**src/rtl/logicunit_arbiter_pkg.sv**
```systemverilog
// -----------------------------------------------------------------------------
// logicunit_arbiter_pkg
// Shared encodings for the two-port logic-unit scheduler:
//   op_e    - 2-bit bitwise operation select (AND, OR, NOR, XOR)
//   state_e - 2-bit arbiter FSM state (IDLE, EXEC, RESP)
// -----------------------------------------------------------------------------
package logicunit_arbiter_pkg;

    typedef enum logic [1:0] {
        OP_AND = 2'd0,
        OP_OR  = 2'd1,
        OP_NOR = 2'd2,
        OP_XOR = 2'd3
    } op_e;

    typedef enum logic [1:0] {
        IDLE = 2'd0,
        EXEC = 2'd1,
        RESP = 2'd2
    } state_e;

endpackage : logicunit_arbiter_pkg

```
**src/rtl/logicunit_arbiter_logicunit.sv**
```systemverilog
// -----------------------------------------------------------------------------
// logicunit
// Single-bit bitwise logic cell. The arbiter instantiates one per datapath bit.
// Ports:
//   a_i, b_i - operand bits
//   op_i     - operation select (op_e)
//   y_o      - result bit (combinational)
// -----------------------------------------------------------------------------
module logicunit
    import logicunit_arbiter_pkg::*;
(
    input  logic a_i,
    input  logic b_i,
    input  op_e  op_i,
    output logic y_o
);

    always_comb begin
        // NOTE: default assignment first so no path through the block leaves
        // y_o unassigned, which would otherwise infer a latch.
        y_o = 1'b0;
        unique case (op_i)
            OP_AND: y_o = a_i & b_i;
            OP_OR:  y_o = a_i | b_i;
            OP_NOR: y_o = ~(a_i | b_i);
            OP_XOR: y_o = a_i ^ b_i;
            default: y_o = 1'b0;
        endcase
    end

endmodule : logicunit

```
**src/rtl/logicunit_arbiter.sv**
```systemverilog
// -----------------------------------------------------------------------------
// logicunit_arbiter
// Round-robin scheduler sharing one WIDTH-bit logic unit between two
// requesters. An accepted op is registered, executed for one cycle, and its
// tagged result is held on the response channel until the consumer takes it.
// Ports:
//   clk, reset_n               - clock, asynchronous active-low reset
//   req{0,1}_valid/_ready      - request handshake (ready combinational)
//   req{0,1}_a/_b/_op          - operands and op select
//   rsp_valid/rsp_ready        - response handshake
//   rsp_id, rsp_data           - issuing requester and result (held after RESP)
//   busy                       - high while in EXEC or RESP
//   op_count                   - completed responses, wraps
// -----------------------------------------------------------------------------
module logicunit_arbiter
    import logicunit_arbiter_pkg::*;
#(
    parameter int WIDTH = 32,
    parameter int CNT_W = 16
) (
    input  logic             clk,
    input  logic             reset_n,
    input  logic             req0_valid,
    output logic             req0_ready,
    input  logic [WIDTH-1:0] req0_a,
    input  logic [WIDTH-1:0] req0_b,
    input  logic [1:0]       req0_op,
    input  logic             req1_valid,
    output logic             req1_ready,
    input  logic [WIDTH-1:0] req1_a,
    input  logic [WIDTH-1:0] req1_b,
    input  logic [1:0]       req1_op,
    output logic             rsp_valid,
    input  logic             rsp_ready,
    output logic             rsp_id,
    output logic [WIDTH-1:0] rsp_data,
    output logic             busy,
    output logic [CNT_W-1:0] op_count
);

    state_e            state_q;
    logic [WIDTH-1:0]  a_q, b_q;
    op_e               op_q;
    logic              id_q;
    logic              last_grant_q;
    logic              rsp_valid_q;
    logic              rsp_id_q;
    logic [WIDTH-1:0]  rsp_data_q;
    logic              busy_q;
    logic [CNT_W-1:0]  op_count_q;

    logic              any_valid;
    logic              grant_id;
    logic              grant;
    logic [WIDTH-1:0]  sel_a, sel_b;
    logic [1:0]        sel_op;
    logic [WIDTH-1:0]  lu_y;

    // Arbitration: on a tie the requester that did not win last time goes;
    // otherwise whichever one is valid.
    assign any_valid = req0_valid | req1_valid;
    assign grant_id  = (req0_valid && req1_valid) ? ~last_grant_q : req1_valid;

    // reset_n gates the grant so ready stays low while reset is held and
    // rises in the same cycle reset is released.
    assign grant      = reset_n && (state_q == IDLE) && any_valid;
    assign req0_ready = grant && !grant_id;
    assign req1_ready = grant &&  grant_id;

    assign sel_a  = grant_id ? req1_a  : req0_a;
    assign sel_b  = grant_id ? req1_b  : req0_b;
    assign sel_op = grant_id ? req1_op : req0_op;

    for (genvar i = 0; i < WIDTH; i++) begin : g_lu
        logicunit u_logicunit (
            .a_i  (a_q[i]),
            .b_i  (b_q[i]),
            .op_i (op_q),
            .y_o  (lu_y[i])
        );
    end

    // NOTE: all state below uses non-blocking assignments so every register
    // samples pre-edge values regardless of statement order.
    always_ff @(posedge clk or negedge reset_n) begin
        if (!reset_n) begin
            state_q      <= IDLE;
            a_q          <= '0;
            b_q          <= '0;
            op_q         <= OP_AND;
            id_q         <= 1'b0;
            last_grant_q <= 1'b1;
            rsp_valid_q  <= 1'b0;
            rsp_id_q     <= 1'b0;
            rsp_data_q   <= '0;
            busy_q       <= 1'b0;
            op_count_q   <= '0;
        end else begin
            unique case (state_q)
                IDLE: begin
                    if (any_valid) begin
                        a_q          <= sel_a;
                        b_q          <= sel_b;
                        op_q         <= op_e'(sel_op);
                        id_q         <= grant_id;
                        last_grant_q <= grant_id;
                        busy_q       <= 1'b1;
                        state_q      <= EXEC;
                    end
                end
                EXEC: begin
                    rsp_data_q  <= lu_y;
                    rsp_id_q    <= id_q;
                    rsp_valid_q <= 1'b1;
                    state_q     <= RESP;
                end
                RESP: begin
                    if (rsp_ready) begin
                        rsp_valid_q <= 1'b0;
                        busy_q      <= 1'b0;
                        op_count_q  <= op_count_q + 1'b1;
                        state_q     <= IDLE;
                    end
                end
                default: state_q <= IDLE;
            endcase
        end
    end

    assign rsp_valid = rsp_valid_q;
    assign rsp_id    = rsp_id_q;
    assign rsp_data  = rsp_data_q;
    assign busy      = busy_q;
    assign op_count  = op_count_q;

endmodule : logicunit_arbiter

```
**config.mk**
```make
export PLATFORM = sky130hd
export DESIGN_NAME = logicunit_arbiter
export DESIGN_NICKNAME = d
export VERILOG_FILES = /design/src/rtl/logicunit_arbiter_pkg.sv /design/src/rtl/logicunit_arbiter_logicunit.sv /design/src/rtl/logicunit_arbiter.sv
export SDC_FILE = /design/constraint.sdc
export NUM_CORES = 1
export LEC_CHECK = 0
export CAP_MARGIN = 20
export CORE_UTILIZATION = 52
export CTS_CLUSTER_DIAMETER = 50
export DETAILED_ROUTE_END_ITERATION = 12
export PLACE_DENSITY = 0.92
export SLEW_MARGIN = 20
export SYNTH_ARGS = -nofsm -noshare
export SYNTH_HDL_FRONTEND = slang
export SYNTH_SLANG_ARGS = --single-unit
export TNS_END_PERCENT = 5
```
**constraint.sdc**
```tcl
create_clock -name clk -period 5.59 [get_ports clk]
set_input_delay 1.677 -clock clk [delete_from_list [all_inputs] [get_ports clk]]
set_output_delay 1.677 -clock clk [all_outputs]
set_load 0.02 [all_outputs]
```
After elaboration in Yosys (flattened, before gate mapping)
Cells that the tools add are included.
- add/subtract/negate cells: 1
- equal/unequal tests: 7
- multiplexer cells: 43
- bitwise logic cells: 130
- reduce and logical (&&, ||, !) cells: 15
- operators by type and width (operator ; number):
    1-bit case mux with 4 select lines ; 32
    32-bit two-way mux ; 2
    1-bit NOT ; 33
    1-bit OR ; 33
    1-bit AND ; 32
    1-bit bitwise XOR ; 32
    16-bit by 1-bit adder with 16-bit output (second input constant) ; 1
    2-bit AND reduction ; 4
    2-bit == test (second input constant) ; 3
    2-bit two-way mux ; 3
    2-bit case mux with 3 select lines ; 1
    1-bit logical AND ; 5
    2-bit by 1-bit == test with 1-bit output (second input constant) ; 2
    2-bit logical NOT ; 2
    2-bit != test (second input constant) ; 2
    1-bit case mux with 2 select lines ; 2
    2-bit nonzero test ; 2
    1-bit two-way mux ; 3
    3-bit AND reduction ; 1
    1-bit logical NOT ; 1
- flip-flop bits (word level): 121
- bits of input ports: 137
- output and inout bits: 53
- logic and storage cells: 207

Logic depth before layout (Yosys ltp)
Gate-level depths: netlist (run 1).
- depth after elaboration: 4
- mapped depth: 7

Cells and area by module
From an unflattened synthesis (run 1), not the netlist that was laid out.
- cell total of the unflattened synthesis: 721
- area total of the unflattened synthesis: 7258.2 sq um
- modules (own cells, without submodules) (module ; times used ; cells each ; area each (sq um) ; seq. area each (sq um)):
    logicunit_arbiter ; 1 ; 433 ; 5176.2 ; 3029.2
    logicunit ; 32 ; 9 ; 65.1 ; 0.0

Least setup slack after synthesis (run 1)
Ideal clock, no wire load.
- kind: in2out
- start: in req1_valid
- end: out req1_ready
- arrival: 2690 ps
- required time: 3913 ps
- path slack: 1223 ps
- cell stages on the path: 5
- path buffers: 3
- path through: a21boi_0 > buf_2 > buf_4 > buf_2 > and3_1
- cells in the longest elaborated chain, start to end: 3
- RTL lines (element ; RTL line ; RTL):
    from (decl) ; logicunit_arbiter.sv:28 ; input logic req1_valid,
    1-bit OR / 1-bit logical AND (equally long branches) ; logicunit_arbiter.sv:61, logicunit_arbiter.sv:62 ;
    1-bit logical AND / 1-bit two-way mux (equally long branches) ; logicunit_arbiter.sv:66, logicunit_arbiter.sv:62 ;
    1-bit logical AND * ; logicunit_arbiter.sv:68 ; assign req1_ready = grant && grant_id;
    to (decl) ; logicunit_arbiter.sv:29 ; output logic req1_ready,
Mark *: on every way between the ends. The rest lies on a longest branch, timed or not.

Worst setup path in the final report (run 1)
Ends and elaborated chain as after synthesis.

==> results of run 1 <==
## layout make-up
cell class / count / share of cell area [%]
inverters: 69 / 2.58
flip-flops and latches: 121 / 30.2
clock inverters: 8 / 1.17
multi-input cells: 584 / 39.6
repair buffers: 198 / 19.5
clock buffers: 24 / 4.80
well taps: 180 / 2.24
## synth_stat cells (11+ instances only)
library cell and number:
nand2_1 132, dfrtp_1 120, o21ai_0 100, inv_1 69, mux2i_1 68, ha_1 65, nor2_1 54, clkbuf_1 35
a211oi_1 31, nor3_1 26, mux2_2 25, nor3b_1 25, buf_2 14, nand3_1 11, xnor2_1 11
## sequential cells by signal, indices dropped and copies added (netlist names), 2 cells and up
name,flops
b_q,32
a_q,32
op_count,16
op_q,2
state_q,2
rsp_data,32
## metal layers
layer	vias up	global-route usage, %	part of all wire, %
li1	3112	-	-
met1	2964	27.9	41
met2	134	43.1	53
met3	25	5.76	4.2
met4	0	10.0	1.9
met5	-	0	0
## kinds of logic (layout without fill, tap and decap cells)
logic type                 count (synthesis)  count (layout)  share of synthesized area [%]
xor gates and xnor gates                  15              15                           1.76
AOI/OAI and AO/OA                        143             143                           11.0
DFF                                      121             121                           40.6
muxes                                     93              93                           12.9
and+or+nand+nor                          268             268                           16.4
adders and majority gates                 65              65                           10.9
buffers and inverters                    121             299                           6.38
## cell usage in the layout (no fill, tap or decap), drive strengths merged, types with 25 or more instances in the layout
master         count
nand2            132
o21ai            101
mux2i             68
inv               69
ha                65
mux2              25
nor3b             25
a211oi            31
nor2              54
dfrtp            120
clkdlybuf4s50    188
nor3              27
## worst min-delay path: stages, from the launching register on
cell and delay (ps):
dfrtp_1 340, nand2_1 50, o31ai_1 50
## per-stage QoR
step | util (%) | worst slack (ps) | power (W) | instance area, um2
global placement | 67.8 | 710 | 0.00402 | 9450
global route | 72.1 | 641 | 0.00576 | 10000
finish | 72.1 | 699 | 0.00531 | 10000
detailed placement | 67.8 | 688 | 0.00420 | 9450
floorplan | - | 1220 | 0.00340 | 7450
CTS | 72.1 | 696 | 0.00536 | 10000
## how the worst max path moves through the flow
stage / from / endpoint
after global routing: req0_valid / req0_ready
after global placement: req1_valid / req1_ready
after floorplan: req1_valid / req1_ready
final: req1_valid / req1_ready
after CTS: req1_valid / req1_ready
after detailed placement: req1_valid / req1_ready
## power by group
group / total [W] / switching (W) / internal, W
combinational: 0.00256 / 0.00138 / 0.00119
clock: 0.00111 / 0.000377 / 0.000733
sequential: 0.00163 / 0.000367 / 0.00126
==> impl_metrics.toml, run 1 <==
[sta]
hold_viol_final = 0
fmax_mhz = 204
slew-limit-headroom_pct = 47.4
rsz0062_at_grt = "no"
min_period_ps = 4890
worst_slew_pin_slew_ps = 789
period_share_pct = 87.5
report.final.slew_viol_count = 0
finalClockSkew_ps = 5.98
hold_ws_ps = 472
final-setup-viol-count = 0
finalSetupTns_ps = 0

[clocking]
cts_tree = "done"
postCtsSetupBuffers = 0
cts-hold-fix-buffers = 0
htree_levels = 4
cts_root_buffer = "clkbuf_16"
clock_latency_ps = 420
cts_made_buffers = 17
cts-resized-gates = 0
cts_buffer_depth = 2
cts.sinks = 121
cts.clk_slew.worst_paths_ps = 50

[worst_setup_path]
slowest_stage = "clkdlybuf4s50_1"
critPathTopFamily = "buffers and inverters"
crit_cells = 4
crit_top_cell = "clkdlybuf4s50_1"
rr_worst_depth = 5
crit_arrival_ps = 3210
cp-start-kind = "primary input"
critical_path.max_stage_delay_ps = 590
crit_type = "primary input to output pin"
cp_num_buf_inv = 2
cp-end-kind = "output pin"
reg2reg_slack_ps = 3420
timing.rr.start = "state_q[1]"
critPathRequiredTime_ps = 3910
path_max_fanout = 4
cp_cell_sequence = "clkdlybuf4s50_1, a21boi_4, and3_1, clkdlybuf4s50_1"
timing.rr.end = "b_q[6]"

[cells_and_area]
register_area_mm2 = 0.00303
n_antenna_cell = 0
nFillCells = 1008
synthToLayoutAreaGrowth_pct = 34.8
drive_gt1_share_pct = 7.07
nets = 1193
multi_input_area_mm2 = 0.00397
instances_no_fill = 1184

[status]
status = "completed"

[drt]
vias_per_cell = 5.27
vias = 6235
wl_mm = 17.0
drt_pass1_iterations = 5
drt_iter0_drc = 242
wl_per_cell_um = 14.4
route.detailed.drc = 0
ant_nets = 0

[floorplan]
boundaryPins = 190
die_y_um = 122
die-area_mm2 = 0.0148
start_util_pct = 53.5
core_mm2 = 0.0139
rows = 43
die_x_um = 122

[job]
max_cap_violations = 0

[yosys]
netlist_area_mm2 = 0.00745
ys_types = 36
synth_area_leaders = "dfrtp_1 (40%), ha_1 (11%), mux2i_1 (9.1%), o21ai_0 (6.7%), nand2_1 (6.6%)"
yosysTopAreaCell = "dfrtp_1"
synth_ff_type = "dfrtp_1"
syn_inst = 826
synth_seq_area_share_pct = 40.6
synth-warning-count = 0
synth_edf_count = 0
synth_fp_nets = 1028
yosys.area.top_type_share_pct = 40.3
async_flop_share_pct = 100
syn_area_per_cell_um2 = 9.02
ys_ff_latch = 121

[grt]
antenna_found_initial = 0
grt_first_pass_wirelength_mm = 28.2
globalRouteOverflowTotal = 0
grt_pass1_vias = 6163
grt_usage_pct = 24.3
grt_max_degree = 80

[pwr]
power_leakage_nw = 4.58
p_per_area_mw_per_mm2 = 528
ir_drop_v = 0.000283

[hold_path]
holdPathStages = 2
holdPathEnd = "rsp_data[12]"
min_from = "rsp_data[12]"
holdCritPathClass = "flop to flop"

[placement]
gp_congestion = 0.792
dp.cells = 1152
dp_hpwl_mm = 12.1
port_buffers = 189
Note: power is estimated with default switching activity, not from simulation.
==> inputs of run 2 (changes only) <==
--- a/config.mk
+++ b/config.mk
@@ -9,9 +9,11 @@
 export CORE_UTILIZATION = 52
 export CTS_CLUSTER_DIAMETER = 50
 export DETAILED_ROUTE_END_ITERATION = 12
-export PLACE_DENSITY = 0.92
+export GPL_ROUTABILITY_DRIVEN = 0
+export PLACE_DENSITY = 0.93
 export SLEW_MARGIN = 20
 export SYNTH_ARGS = -nofsm -noshare
 export SYNTH_HDL_FRONTEND = slang
+export SYNTH_HIERARCHICAL = 1
 export SYNTH_SLANG_ARGS = --single-unit
 export TNS_END_PERCENT = 5
==> impl_metrics.toml, run 2 <==
[clocking]
htree_levels = 4
cts_tree = "done"
cts.clk_slew.worst_paths_ps = 50
cts_made_buffers = 17
cts-hold-fix-buffers = 0
cts_buffer_depth = 2
cts-resized-gates = 0
cts_root_buffer = "clkbuf_16"
cts.sinks = 121
postCtsSetupBuffers = 0
clock_latency_ps = 420

[cells_and_area]
drive_gt1_share_pct = 8.78
nets = 1113
n_antenna_cell = 0
final_common_cell = "clkdlybuf4s50_1"
final_area_mm2 = 0.00990
synthToLayoutAreaGrowth_pct = 36.3
instances_no_fill = 1099
layout_common_cells = "clkdlybuf4s50_1 (188), dfrtp_1 (118), mux2i_1 (98), nand2_1 (71)"

[floorplan]
start_util_pct = 54.0
rows = 42
core_mm2 = 0.0135
die-area_mm2 = 0.0144
boundaryPins = 190
die_x_um = 120
die_y_um = 120

[worst_setup_path]
critPathRequiredTime_ps = 3910
crit_type = "primary input to output pin"
reg2reg_slack_ps = 3330
cp_cell_sequence = "clkdlybuf4s50_1, a21boi_4, buf_4, nor2_1, clkdlybuf4s50_1"
slowest_stage = "clkdlybuf4s50_1"
critical_path.max_stage_delay_ps = 550
timing.rr.start = "state_q[1]"
timing.rr.end = "b_q[16]"
crit_top_cell = "clkdlybuf4s50_1"
cp-end-kind = "output pin"
path_max_fanout = 15
crit_start = "req1_valid"
crit_arrival_ps = 3370
endpoint = "req0_ready"
cp-start-kind = "primary input"
rr_worst_depth = 5

[sta]
rsz0062_at_grt = "no"
min_period_ps = 5050
fmax_mhz = 198
period_share_pct = 90.3
finalClockSkew_ps = 10.6
slew-limit-headroom_pct = 38.5
hold_viol_final = 0
worst_slew_pin_slew_ps = 922
finalSetupTns_ps = 0
report.final.slew_viol_count = 0
final-setup-viol-count = 0

[drt]
route.detailed.drc = 0
vias = 5660
ant_nets = 0
wl_mm = 16.1
wl_met3_um = 601
wl_met2_mm = 8.44
vias_per_cell = 5.15
drt_iter0_drc = 265
highest_layer = "met4"
wl_met1_mm = 6.70
drt_pass1_iterations = 4
wl_per_cell_um = 14.7

[placement]
dp_hpwl_mm = 11.0
port_buffers = 189
placed_area_mm2 = 0.00930
dp.cells = 1066

[grt]
antenna_found_initial = 0
grt_pass1_vias = 5742
grt_usage_pct = 23.4
grt_first_pass_wirelength_mm = 26.4
globalRouteOverflowTotal = 0
grt_max_degree = 98

[yosys]
synth_seq_area_share_pct = 41.7
syn_area_per_cell_um2 = 10.1
syn_inst = 721
async_flop_share_pct = 100
ys_types = 33
synth-warning-count = 6
synth_ff_type = "dfrtp_1"
synth_most_common_cell = "dfrtp_1"
synth_area_leaders = "dfrtp_1 (41%), mux2i_1 (14%), ha_1 (11%), nor2b_1 (5.6%), mux2_2 (5.3%)"
yosys.area.top_type_share_pct = 41.4
yosysTopAreaCell = "dfrtp_1"
ys_ff_latch = 121
synth_edf_count = 0
netlist_area_mm2 = 0.00726
synthTopCellsByCount = "dfrtp_1 (120), mux2i_1 (98), nand2_1 (71)"
synth_fp_nets = 923

[job]
max_cap_violations = 0

[status]
status = "completed"

[pwr]
power_w = 0.00521
power_leakage_nw = 4.58
ir_drop_v = 0.000346
p_per_area_mw_per_mm2 = 526

[hold_path]
holdPathStages = 1
holdCritPathClass = "flop to flop"
## run 2: metal layers
layer / GRT usage [%] / vias to the layer above
met5: 0 / -
met4: 8.98 / 0
met3: 5.42 / 30
met2: 42.5 / 135
met1: 26.3 / 2674
li1: - / 2821
## run 2: where the power goes
part           switching, W  leakage [nW]  total, W  internal [W]
Clock              0.000383         0.271   0.00102      0.000638
Combinational       0.00126          2.82   0.00251       0.00125
Sequential         0.000394          1.49   0.00168       0.00129
Total               0.00203          4.58   0.00521       0.00317
## run 2: per-stage QoR
stage | utilization (%) | hold WS [ps] | setup slack [ps]
after floorplan | - | 461 | 1390
after global placement | 69.1 | 462 | 567
after detailed placement | 69.1 | 469 | 533
after CTS | 73.2 | 479 | 526
after global routing | 73.6 | 503 | 478
final | 73.6 | 478 | 541
## run 2: layout make-up
class	instances	area, um2
multi-input combinational	509	3860
fill	945	3560
sequential	121	3040
timing repair buffer	197	1980
clock buffer	22	474
inverter	65	244
tap	176	220
clock inverter	9	75.1
## run 2: how the worst min path moves through the flow
stage,startpoint,endpoint,slack (ps)
after CTS,op_count[15],op_count[15],480
after global placement,rsp_valid,rsp_valid,460
after global routing,rsp_valid,rsp_valid,500
final,op_count[15],op_count[15],480
after floorplan,id_q,id_q,460
after detailed placement,op_count[15],op_count[15],470
## run 2: logic make-up (layout without fill, tap and decap cells)
kind of cell,after synthesis,count (layout),share of synthesized area (%)
AND/OR/NAND/NOR,193,193,13.7
AO/OA/AOI/OAI,104,104,7.36
XOR/XNOR,15,15,1.81
multiplexers,132,132,18.8
adder cells (fa/ha/maj),65,65,11.2
buffers and inverters,91,293,5.40
flip-flops,121,121,41.7
## run 2: critical path, delay by kind of cell
kind,cells,cell delay (ps)
buf+inv,3,1380
simple gates,1,80
compound gates,1,230
